<file path="config.mk">
export PLATFORM = sky130hd
export DESIGN_NAME = tank_motion_ctrl
export DESIGN_NICKNAME = d
export VERILOG_FILES = /design/src/rtl/tank_motion_ctrl.sv
export SDC_FILE = /design/constraint.sdc
export NUM_CORES = 1
export LEC_CHECK = 0
export ABC_AREA = 1
export CAP_MARGIN = 20
export CORE_MARGIN = 4
export CORE_UTILIZATION = 60
export DETAILED_ROUTE_END_ITERATION = 6
export PLACE_DENSITY = 0.93
export SYNTH_ARGS = -nofsm -noshare
export SYNTH_HDL_FRONTEND = slang
export SYNTH_SLANG_ARGS = --single-unit
</file>
<file path="constraint.sdc">
create_clock -name frame_clk -period 5.7 [get_ports frame_clk]
set_clock_uncertainty 0.05 [all_clocks]
set_input_delay 0.57 -clock frame_clk [delete_from_list [all_inputs] [get_ports frame_clk]]
set_output_delay 0.57 -clock frame_clk [all_outputs]
set_load 0.1 [all_outputs]
</file>
<file path="src/rtl/tank_motion_ctrl.sv">
// Per-frame tank controller: HID keycode -> move/rotate, wrapping angle, clamped sub-pixel position.
// Optional firing with cooldown is compiled in when TANK_FIRE_EN is defined.
module tank_motion_ctrl #(
    parameter logic [9:0]         X_CENTER      = 10'd300,
    parameter logic [9:0]         Y_CENTER      = 10'd250,
    parameter int                 X_MIN         = 0,
    parameter int                 X_MAX         = 639,
    parameter int                 Y_MIN         = 0,
    parameter int                 Y_MAX         = 479,
    parameter logic [9:0]         SIZE          = 10'd10,
    parameter logic [7:0]         SPEED         = 8'h20,
    parameter int                 ANGLE_W       = 6,
    parameter logic [ANGLE_W-1:0] ANGLE_INIT    = '0,
    parameter logic [3:0]         ROT_DIV       = 4'd2,
    parameter logic [7:0]         KEY_FWD       = 8'h52,
    parameter logic [7:0]         KEY_BACK      = 8'h51,
    parameter logic [7:0]         KEY_LEFT      = 8'h50,
    parameter logic [7:0]         KEY_RIGHT     = 8'h4F,
    parameter logic [7:0]         KEY_FIRE      = 8'h2C,
    parameter logic [7:0]         FIRE_COOLDOWN = 8'd30
) (
    input  logic               frame_clk,
    input  logic               Reset_n,
    input  logic [31:0]        keycode,
    input  logic [7:0]         sin,
    input  logic [7:0]         cos,
    output logic [9:0]         TankX,
    output logic [9:0]         TankY,
    output logic [9:0]         TankS,
    output logic [ANGLE_W-1:0] Angle,
    output logic               Moving,
    output logic               Blocked,
    output logic               Fire
);

    typedef enum logic [1:0] {ST_IDLE, ST_MOVE, ST_ROTATE} state_e;
    typedef enum logic [2:0] {CMD_NONE, CMD_FWD, CMD_BACK, CMD_LEFT, CMD_RIGHT} cmd_e;
    typedef struct packed {
        logic        clamp;
        logic [20:0] pos;
    } axis_t;

    localparam logic signed [12:0] X_LO = 13'(X_MIN + int'(SIZE));
    localparam logic signed [12:0] X_HI = 13'(X_MAX - int'(SIZE));
    localparam logic signed [12:0] Y_LO = 13'(Y_MIN + int'(SIZE));
    localparam logic signed [12:0] Y_HI = 13'(Y_MAX - int'(SIZE));

    function automatic logic key_held(input logic [31:0] kc, input logic [7:0] code);
        return (kc[7:0] == code) || (kc[15:8] == code) ||
               (kc[23:16] == code) || (kc[31:24] == code);
    endfunction

    // Adds (or subtracts) a Q5.11 step to a {int10,frac11} position; the integer part is
    // examined as signed 13 bits so under/overflow past the arena edge cannot wrap.
    function automatic axis_t axis_step(input logic [20:0] pos, input logic signed [15:0] delta,
                                        input logic neg, input logic signed [12:0] lo,
                                        input logic signed [12:0] hi);
        axis_t              res;
        logic signed [23:0] step;
        logic signed [23:0] sum;
        logic signed [12:0] ipart;
        step = {{8{delta[15]}}, delta};
        if (neg) step = -step;
        sum   = $signed({3'b000, pos}) + step;
        ipart = sum[23:11];
        res.clamp = 1'b1;
        if (ipart < lo)      res.pos = {lo[9:0], 11'd0};
        else if (ipart > hi) res.pos = {hi[9:0], 11'd0};
        else begin
            res.clamp = 1'b0;
            res.pos   = sum[20:0];
        end
        return res;
    endfunction

    state_e             state_q, state_d;
    logic [20:0]        pos_x_q, pos_x_d;
    logic [20:0]        pos_y_q, pos_y_d;
    logic [ANGLE_W-1:0] angle_q, angle_d;
    logic [3:0]         rot_cnt_q, rot_cnt_d;
    logic               blocked_q, blocked_d;
    cmd_e               cmd;
    logic signed [15:0] dx, dy;
    axis_t              x_step, y_step;

    always_comb begin
        if (key_held(keycode, KEY_FWD))        cmd = CMD_FWD;
        else if (key_held(keycode, KEY_BACK))  cmd = CMD_BACK;
        else if (key_held(keycode, KEY_LEFT))  cmd = CMD_LEFT;
        else if (key_held(keycode, KEY_RIGHT)) cmd = CMD_RIGHT;
        else                                   cmd = CMD_NONE;
    end

    // SPEED is unsigned Q4.4, trig is signed Q1.7; the product is signed Q5.11.
    assign dx = $signed({8'h00, SPEED}) * $signed({{8{cos[7]}}, cos});
    assign dy = $signed({8'h00, SPEED}) * $signed({{8{sin[7]}}, sin});

    // Screen Y grows downward, so forward motion subtracts dy.
    assign x_step = axis_step(pos_x_q, dx, cmd == CMD_BACK, X_LO, X_HI);
    assign y_step = axis_step(pos_y_q, dy, cmd == CMD_FWD,  Y_LO, Y_HI);

    // NOTE: every always_comb output gets a default first, so no path can infer a latch.
    always_comb begin
        state_d   = ST_IDLE;
        pos_x_d   = pos_x_q;
        pos_y_d   = pos_y_q;
        angle_d   = angle_q;
        rot_cnt_d = 4'd0;
        blocked_d = 1'b0;
        unique case (cmd)
            CMD_FWD, CMD_BACK: begin
                state_d   = ST_MOVE;
                pos_x_d   = x_step.pos;
                pos_y_d   = y_step.pos;
                blocked_d = x_step.clamp | y_step.clamp;
            end
            CMD_LEFT, CMD_RIGHT: begin
                state_d = ST_ROTATE;
                if (rot_cnt_q == 4'd0)
                    angle_d = (cmd == CMD_LEFT) ? angle_q + ANGLE_W'(1) : angle_q - ANGLE_W'(1);
                rot_cnt_d = (rot_cnt_q >= ROT_DIV - 4'd1) ? 4'd0 : rot_cnt_q + 4'd1;
            end
            default: ;
        endcase
    end

    // NOTE: sequential state uses non-blocking assignments so all flops update together.
    always_ff @(posedge frame_clk or negedge Reset_n) begin
        if (!Reset_n) begin
            state_q   <= ST_IDLE;
            pos_x_q   <= {X_CENTER, 11'd0};
            pos_y_q   <= {Y_CENTER, 11'd0};
            angle_q   <= ANGLE_INIT;
            rot_cnt_q <= 4'd0;
            blocked_q <= 1'b0;
        end else begin
            state_q   <= state_d;
            pos_x_q   <= pos_x_d;
            pos_y_q   <= pos_y_d;
            angle_q   <= angle_d;
            rot_cnt_q <= rot_cnt_d;
            blocked_q <= blocked_d;
        end
    end

    assign TankX   = pos_x_q[20:11];
    assign TankY   = pos_y_q[20:11];
    assign TankS   = SIZE;
    assign Angle   = angle_q;
    assign Moving  = (state_q == ST_MOVE);
    assign Blocked = blocked_q;

`ifdef TANK_FIRE_EN
    logic [7:0] cooldown_q, cooldown_d;
    logic       fire_q, fire_d;

    // Fire runs beside the motion FSM; holding the key re-fires once the cooldown drains.
    always_comb begin
        fire_d     = 1'b0;
        cooldown_d = cooldown_q;
        if (key_held(keycode, KEY_FIRE) && (cooldown_q == 8'd0)) begin
            fire_d     = 1'b1;
            cooldown_d = FIRE_COOLDOWN;
        end else if (cooldown_q != 8'd0) begin
            cooldown_d = cooldown_q - 8'd1;
        end
    end

    always_ff @(posedge frame_clk or negedge Reset_n) begin
        if (!Reset_n) begin
            cooldown_q <= 8'd0;
            fire_q     <= 1'b0;
        end else begin
            cooldown_q <= cooldown_d;
            fire_q     <= fire_d;
        end
    end

    assign Fire = fire_q;
`else
    logic unused_fire_cfg;
    assign unused_fire_cfg = ^{KEY_FIRE, FIRE_COOLDOWN};
    assign Fire = 1'b0;
`endif

endmodule

</file>
# Yosys cells after proc, flatten, opt, wreduce, memory -nomap -nowiden
# Cells that the tools add are included.
[op_classes] n_reduce_logical=16 mux=19 bitwise_logic=1 addsub=7 eq_ne=21 magnitude_cmp=5
[ops] op="$eq A8 B7 Y1 const B" count=16
[ops] op="$mux W21" count=4
[ops] op="$add A22 B24 Y24" count=2
[ops] op="$mux W24" count=2
[ops] op="$neg A13 Y24" count=2
[ops] op="$lt A13 B5 Y1 const B" count=2
[ops] op="$gt A13 B10 Y1 const B" count=1
[ops] op="$gt A13 B11 Y1 const B" count=1
[ops] op="$logic_or A1 B1 Y1" count=12
[ops] op="$mux W3" count=4
[ops] op="$mux W4" count=2
[ops] op="$add A6 B1 Y6 const B" count=1
[ops] op="$eq A3 B2 Y1 const B" count=2
[ops] op="$mux W6" count=1
[ops] op="$sub A6 B1 Y6 const B" count=1
[ops] op="$mux W1" count=5
[ops] op="$add A4 B1 Y4 const B" count=1
[ops] op="$ge A4 B1 Y1 const B" count=1
[ops] op="$logic_not A4 Y1" count=1
[ops] op="$pmux W2 S2" count=1
[ops] op="$reduce_or A2 Y1" count=2
[ops] op="$eq A3 B1 Y1 const B" count=1
[ops] op="$eq A3 B3 Y1 const B" count=1
[ops] op="$eq A2 B1 Y1 const B" count=1
[ops] op="2 further kinds" count=2
[totals] reg_bits=55 output_inout_bits=39 elab_cells=75 inputBits=50

# Longest topological paths before layout
# Gate-level depths: netlist of run 1.
[logic_depth] depth_word=16 ltp_mapped=30 ltp_nobuf=30

# Worst setup path before layout of run 1
# No wires, ideal clock.
[synth_timing] path_type="input to register" startpoint="input cos[1]" endpoint="register pos_x_q[7]" required_ns=5.532 setup_time_ns=0.118 n_path_buf=1 cell_stages=27 slack_ns=2.042 arrival_time_ns=3.490 path_cell_list="inv_1 > ha_1 > nor3b_1 > nand2_1 > nor3_1 > inv_1 > ha_1 > nand2_1 > nand2_1 > inv_1 > ha_1 > nand2_1 > inv_1 > a21oi_2 > inv_1 > a21oi_1 > nand2_1 > nand2_1 > nand2_1 > inv_1 > nand2_1 > nor2_1 > nand4_4 > and2_1 > buf_6 > nand3_1 > nand2_1"
[synth_between] elab_chain_cells=6 elab_cells_between_ends=7 classes_between="add/sub: 2; order compare: 2; mux: 3"
[synth_rtl] item="start: declaration" line="26" text="input logic [7:0] cos,"
[synth_rtl] item="$neg A13 Y24" line="63" text="if (neg) step = -step;"
[synth_rtl] item="$mux W24 (*)" line="63"
[synth_rtl] item="$add A22 B24 Y24 (*)" line="64" text="sum = $signed({3'b000, pos}) + step;"
[synth_rtl] item="$gt A13 B11 Y1" line="68" text="else if (ipart > hi) res.pos = {hi[9:0], 11'd0};"
[synth_rtl] item="$mux W21" line="68"
[synth_rtl] item="$mux W21 (*)" line="67" text="if (ipart < lo) res.pos = {lo[9:0], 11'd0};"
[synth_rtl] item="end signal: assignment" line="131" text="pos_x_q <= {X_CENTER, 11'd0};"
[synth_rtl] item="end signal: assignment" line="138" text="pos_x_q <= pos_x_d;"
[synth_rtl] item="end: declaration" line="77" text="logic [20:0] pos_x_q, pos_x_d;"
# Mark *: on every way between the ends. The rest lies on a longest branch, timed or not.
# A chain may end at the register's enable or synchronous reset.

# Worst setup path in the final report of run 1
[layout_timing] startpoint="input cos[0]" endpoint="register pos_x_q[12]"
# The elaborated chain is that of the path after synthesis.

==> results of run 1 <==
kinds of logic after synthesis:
family,share of synthesized area [%]
buf+inv,16.3
simple gates,42.5
xor+xnor,3.54
compound gates,6.44
flops,19.9
other cells,0.131
fa+ha+maj,11.3
per-stage QoR:
| stage | total power (uW) | setup WS [ns] | area, um2 | util (%) | hold WS (ns) |
|---|---|---|---|---|---|
| finish | 2810 | 1.42 | 6580 | 70.9 | 0.0396 |
| floorplan | 2160 | 2.04 | 5770 | - | 0.224 |
| global placement | 2500 | 1.24 | 6440 | 69.4 | 0.410 |
| detailed placement | 2530 | 1.16 | 6440 | 69.4 | 0.425 |
| CTS | 2790 | 1.48 | 6560 | 70.7 | 0.427 |
| global route | 3030 | 0.980 | 6580 | 70.9 | 0.0323 |
layer usage:
layer	global-route usage, %	routed length, um
met1	32.1	6020
met2	47.6	6910
met3	2.45	866
met4	9.16	493
met5	0	0
how the worst min path moves through the flow:
| stage | start | endpoint | slack, ns | cells after the start |
|---|---|---|---|---|
| finish | Reset_n | pos_y_q[19] | 0.04 | 1 |
| global route | Reset_n | pos_y_q[19] | 0.03 | 1 |
| CTS | Reset_n | pos_y_q[19] | 0.43 | 1 |
| detailed placement | pos_y_q[8] | pos_y_q[8] | 0.42 | 2 |
| global placement | Angle[5] | Angle[5] | 0.41 | 1 |
| floorplan | Reset_n | Angle[0] | 0.22 | 0 |
layout make-up:
cell class / count / area [um2]
clock buffers: 7 / 86.3
clock inverters: 1 / 30.0
flip-flops and latches: 45 / 1140
multi-input cells: 699 / 3700
repair buffers: 79 / 793
fillers: 809 / 2700
well taps: 129 / 161
inverters: 178 / 672
state kept, by name, summed over array words and instances, names as in the netlist:
signal / count
pos_y_q: 16
pos_x_q: 16
Angle: 6
Blocked: 1
state_q: 2
rot_cnt_q: 4
cells in the final DEF, fill, tap and decap left out, types with 2 or more instances in the layout:
cell / netlist / routed
conb_1: 2 / 12
inv_2: 6 / 6
inv_1: 170 / 170
fa_1: 3 / 3
dfstp_2: 10 / 10
nor3_1: 10 / 10
nand4_4: 2 / 2
xnor2_1: 12 / 12
nor2_1: 87 / 87
o21ai_0: 21 / 21
nand3_1: 63 / 63
ha_1: 47 / 47
or2_2: 3 / 3
clkbuf_8: 0 / 6
dfrtp_1: 35 / 35
nor2_2: 6 / 6
nor4_1: 4 / 4
o21bai_1: 2 / 2
xor2_1: 8 / 8
a21oi_1: 33 / 33
nand2_1: 321 / 321
and2_1: 5 / 5
nand3_2: 6 / 6
nand2_2: 8 / 8
nor3b_1: 2 / 2
nand4_1: 21 / 21
clkdlybuf4s50_1: 0 / 76
o21ai_1: 6 / 6
nand3b_1: 5 / 5
power by group:
group	internal [uW]	total, uW	switching (uW)
logic	589	2020	1430
registers	431	532	101
clock network	143	254	111
total	1160	2810	1640
critical path, delay by kind of cell:
kind / cells / cell delay, ns
buffers and inverters: 4 / 0.70
AO/OA/AOI/OAI: 1 / 0.25
XOR/XNOR: 1 / 0.35
AND/OR/NAND/NOR: 12 / 1.78
adder cells (fa/ha/maj): 3 / 0.77
==> summary.md, run 1 <==
| Metric | Value |
|---|---|
| Row count | 35 |
| Die Span Y | 106 um |
| NumNets Final | 1108 |
| Most common flop cell mapped by yosys | dfrtp_1 |
| Worst min path class | input pin to async pin |
| Total Routing Usage GR | 26.2% |
| CP max FO | 10 |
| Maxcap violations | 0 |
| Setup tns final | 0 ns |
| Fin. max-slew vios | 0 |
| Clock transition at the registers of the reported paths | 0.09 ns |
| Routability-driven placement congestion ratio | 0.945 |
| DRT iter0 DRCs | 364 |
| Layout cell share with drive strength beyond 1 | 6.14% |
| Worst R2R Start | pos_y_q[5] |
| Number of flops mapped to enable cells by yosys | 0 |
| Max Fclk | 234 MHz |
| ANT cells | 0 |
| Crit path launch | cos[0] |
| Critical path's slowest cell | clkdlybuf4s50_1 |
| Core Box Area | 9280 um2 |
| # IOs | 89 |
| Routed vias | 5898 |
| R2R Path End | pos_y_q[9] |
| Insertion delay to the later sink of the worst-skew pair | 0.30 ns |
| Post-route clock period utilization | 75.0% |
| Arrival @ worst endpoint | 4.42 ns |
| # setup viols final | 0 |
| Post-synth top area cell | nand2_1 |
| Yosys top cell area share | 21.0% |
| Avg WL per Cell | 12.6 um |
| Routed Wire Length | 14300 um |
| Slew margin rel. | 32.2% |
| Hold-fix buffers, CTS | 0 |
| Post-synth design cell area | 5730 um2 |
| CTS tree | yes |
| CP Capture Type | flip-flop |
| Sequential area share after synthesis | 19.9% |
| IO Port Bufs | 77 |
| Outcome | finished clean |
| Final min period | 4.28 ns |
| Post-synth ARST share | 100% |
| Area grow syn2layout | 14.8% |
| CTS Buf Count | 5 |
| Fin. Hold Viols | 0 |
| Clock buffer depth | 2 |
| RSZ-0062 raised after global routing | false |
| Worst setup SP type | input pin |
| CTS resizes | 0 |
| Root Driver | clkbuf_8 |
| Netlist cell types | 45 |
| Reg2reg setup slack | 2.69 ns |
| Number of cells after detailed placement | 1129 |
| Initial antenna violation count | 0 |
| First-pass GRT wire length | 24500 um |
| Synth Register Bits | 45 |
| Initial core utilization | 61.7% |
| Router iterations before antenna repair | 5 |
| Largest net degree at the start of global routing | 46 |
| Worst Path Required | 5.84 ns |
| DR vias/cell | 5.18 |
| Horiz. Die Dim | 106 um |
| Worst-Margin Slew | 1.01 ns |
| P_leak | 0.00373 uW |
| Crit path capture | pos_x_q[12] |
| Finished Layout Cells | 1138 |
| Max IR drop VDD | 0.401 mV |
| Worst reg2reg path depth | 17 |
| Most common cell in the synthesized netlist | nand2_1 |
| Final HPWL DP | 12000 um |
| Yosys warns | 0 |
| Post-synth top cells | 321 x nand2_1, 170 x inv_1, 87 x nor2_1 |
| Cell mode on critical path | nand2_1 |
| CTS H-tree depth | 2 |
| Crit Path Class | input pin to flip-flop |
| Synth top area cells | nand2_1 21%, dfrtp_1 15%, inv_1 11% |
| Post-CTS setup buffers | 0 |
| GRT overflow | 0 |
| Pwr/cell area | 427 nW/um2 |
| Vias in the first global route | 5666 |
| Die area | 11200 um2 |
| ANT nets after route | 0 |
| Syn Area/Cell | 6.05 um2 |
| CTS Sinks | 45 |
| # DRC | 0 |
| Slowest stage delay, CP | 0.48 ns |
| Syn Inst Count | 948 |
| Crit-path cells | clkdlybuf4s50_1 -> inv_1 -> ha_1 -> nor3b_1 -> nand2_1 -> nor3_1 -> inv_1 -> ha_1 -> nand2_1 -> nand2_1 -> inv_1 -> ha_1 -> nand2_1 -> nor2_1 -> nand3_1 -> o211ai_1 -> nand4_4 -> xnor2_4 -> nand3_4 -> nor2_1 -> nor2_1 |
(Power assumes the default switching activity.)
==> run 2, diff against run 1 <==
--- a/config.mk
+++ b/config.mk
@@ -8,9 +8,9 @@
 export ABC_AREA = 1
 export CAP_MARGIN = 20
 export CORE_MARGIN = 4
-export CORE_UTILIZATION = 60
+export CORE_UTILIZATION = 56
 export DETAILED_ROUTE_END_ITERATION = 6
-export PLACE_DENSITY = 0.93
+export PLACE_DENSITY = 0.88
 export SYNTH_ARGS = -nofsm -noshare
 export SYNTH_HDL_FRONTEND = slang
 export SYNTH_SLANG_ARGS = --single-unit
==> constraint.sdc (replaced) <==
create_clock -name frame_clk -period 4.38 [get_ports frame_clk]
set_clock_uncertainty 0.05 [all_clocks]
set_input_delay 0.438 -clock frame_clk [delete_from_list [all_inputs] [get_ports frame_clk]]
set_output_delay 0.438 -clock frame_clk [all_outputs]
set_load 0.1 [all_outputs]
==> summary.md, run 2 (same netlist as run 1, synthesis figures left out) <==
| Metric | Value |
|---|---|
| GRT overflow | 0 (unchanged) |
| Met2 WL | 6910 um (about the same) |
| Commonest cells after routing, fill and taps aside | 321 x nand2_1, 170 x inv_1, 87 x nor2_1 |
| Worst min path class | input pin to async pin |
| CP max FO | 6 (-4) |
| Routed Wire Length | 14300 um (+0.38%) |
| Final setup margin | 0.373 ns (-1.05 ns) |
| Max IR drop VDD | 0.643 mV (+60%) |
| Critical path's slowest cell | clkdlybuf4s50_1 |
| Routability-driven placement congestion ratio | 0.939 (-0.67%) |
| DRT iter0 DRCs | 369 (+1.4%) |
| Total Routing Usage GR | 25.4% (-0.79 points) |
| Maxcap violations | 0 (unchanged) |
| NumNets Final | 1118 (+0.90%) |
| Clock buffer depth | 2 (unchanged) |
| Area grow syn2layout | 16.2% |
| Vias in the first global route | 5651 (-0.26%) |
| Layout cell share with drive strength beyond 1 | 7.26% (+1.1 points) |
| Arrival @ worst endpoint | 4.14 ns (-0.28 ns) |
| CTS resizes | 0 (unchanged) |
| Setup tns final | 0 ns (unchanged) |
| Multi-input logic area | 3710 um2 (+0.27%) |
| IO Port Bufs | 77 (unchanged) |
| First-pass GRT wire length | 24600 um (+0.20%) |
| # IOs | 89 (unchanged) |
| # setup viols final | 0 (unchanged) |
| Outcome | finished clean |
| Insertion delay to the later sink of the worst-skew pair | 0.30 ns (about the same) |
| Largest net degree at the start of global routing | 46 (unchanged) |
| Worst Path Required | 4.51 ns (-1.33 ns) |
| RSZ-0062 raised after global routing | false |
| CTS tree | yes |
| Final HPWL DP | 11900 um (-0.27%) |
| M1 WL | 6070 um (+0.83%) |
| Die area | 11900 um2 (+6.6%) |
| # DRC | 0 (unchanged) |
| CP Capture Type | flip-flop |
| Setup slack at placement | 0.0243 ns (-1.14 ns) |
| Horiz. Die Dim | 109 um (+3.2%) |
| Clock transition at the registers of the reported paths | 0.09 ns (about the same) |
| Fin. Hold Viols | 0 (unchanged) |
| CTS Sinks | 45 (unchanged) |
| Worst setup SP type | input pin |
| Highest routed layer | met4 |
| Final min period | 4.01 ns |
| Pwr/cell area | 550 nW/um2 (+29%) |
| Delay-heaviest family, CP | simple AND/OR/NAND/NOR gates |
| Routed vias | 5867 (-0.53%) |
| Worst-Margin Slew | 1.02 ns (+0.00425 ns) |
| WL met3 | 904 um (+4.4%) |
| Slew margin rel. | 31.9% (-0.28 points) |
| CTS H-tree depth | 2 (unchanged) |
| Crit path buf inv count | 7 (+3) |
| Router iterations before antenna repair | 7 (+2) |
| Row count | 36 (+2.9%) |
| DR vias/cell | 5.09 (-1.7%) |
| CTS Buf Count | 5 (unchanged) |
| Avg WL per Cell | 12.5 um (-0.84%) |
| ANT nets after route | 0 (unchanged) |
| Fin. max-slew vios | 0 (unchanged) |
| Die Span Y | 109 um (+3.2%) |
| ANT cells | 0 (unchanged) |
| Post-CTS setup buffers | 0 (unchanged) |
| Root Driver | clkbuf_8 |
| Max Fclk | 250 MHz |
| Storage cell area | 1140 um2 (unchanged) |
| Leading cell type in the layout, fill and taps excluded | nand2_1 |
| Cell mode on critical path | nand2_1 |
| Initial core utilization | 58.1% (-3.6 points) |
| P_leak | 0.00378 uW (+1.3%) |
| Filler cells | 906 (+12%) |
| Initial antenna violation count | 0 (unchanged) |
| Crit Path Class | input pin to flip-flop |
| Post-route clock period utilization | 91.5% |
| Core Box Area | 9860 um2 (+6.3%) |
| Slowest stage delay, CP | 0.47 ns (about the same) |
| Hold-fix buffers, CTS | 0 (unchanged) |
==> run 2: report_power, final <==
group | switching (uW) | internal [uW] | total, uW | leakage, uW
Clock | 152 | 186 | 339 | 0.0000585
Sequential | 128 | 560 | 688 | 0.000570
Combinational | 1850 | 782 | 2640 | 0.00315
==> run 2: metal layers <==
metal | track usage [%] | up-vias
met3 | 2.96 | 32
met2 | 44.8 | 185
met1 | 31.8 | 2607
met4 | 9.08 | 0
met5 | 0 | -
li1 | - | 3043
==> run 2: worst register-to-register path, cell delays in order (launching register included) <==
cell and delay, ns:
dfrtp_1 0.40, ha_1 0.24, fa_1 0.45, nand3_1 0.12, nand3_1 0.16, nand2_1 0.12, nand2_1 0.11, nand2_1 0.08
nand3_1 0.12, nand2_1 0.10, nand2_1 0.06, nor2_2 0.18, nand3_1 0.10, nor2_1 0.12, nand4_1 0.23, nor2_1 0.20
nor2_1 0.05
==> run 2: path summary, 6_finish.rpt <==
path | startpoint | endpoint | slack, ns | cells past startpoint
max | cos[0] | Blocked | 0.37 | 28
min | Reset_n | pos_x_q[12] | 0.16 | 2
max reg2reg | pos_y_q[5] | Blocked | 1.39 | 16
min reg2reg | Angle[5] | Angle[5] | 0.43 | 1
max in group asynchronous | Reset_n | pos_x_q[17] | 3.69 | 2
min in group frame_clk | Angle[5] | Angle[5] | 0.43 | 1
==> run 2: through the flow <==
stage | util (%) | instances | cell area [um2] | total power [uW] | hold slack (ns)
finish | 67.5 | 1152 | 6660 | 3660 | 0.160
global route | 67.5 | 1152 | 6660 | 3970 | 0.249
CTS | 67.4 | 1152 | 6650 | 3650 | 0.207
detailed placement | 66.2 | 1144 | 6530 | 3300 | 0.421
global placement | 66.2 | 1144 | 6530 | 3270 | 0.415
floorplan | - | 958 | 5770 | 2810 | 0.0924
==> run 2: area by class of cell <==
class | instances | area share (%)
Clock buffer | 7 | 1.30
Clock inverter | 1 | 0.451
Inverter | 178 | 10.1
Multi-Input combinational cell | 699 | 55.7
Sequential cell | 45 | 17.1
Tap cell | 133 | 2.50
Timing Repair Buffer | 89 | 12.9
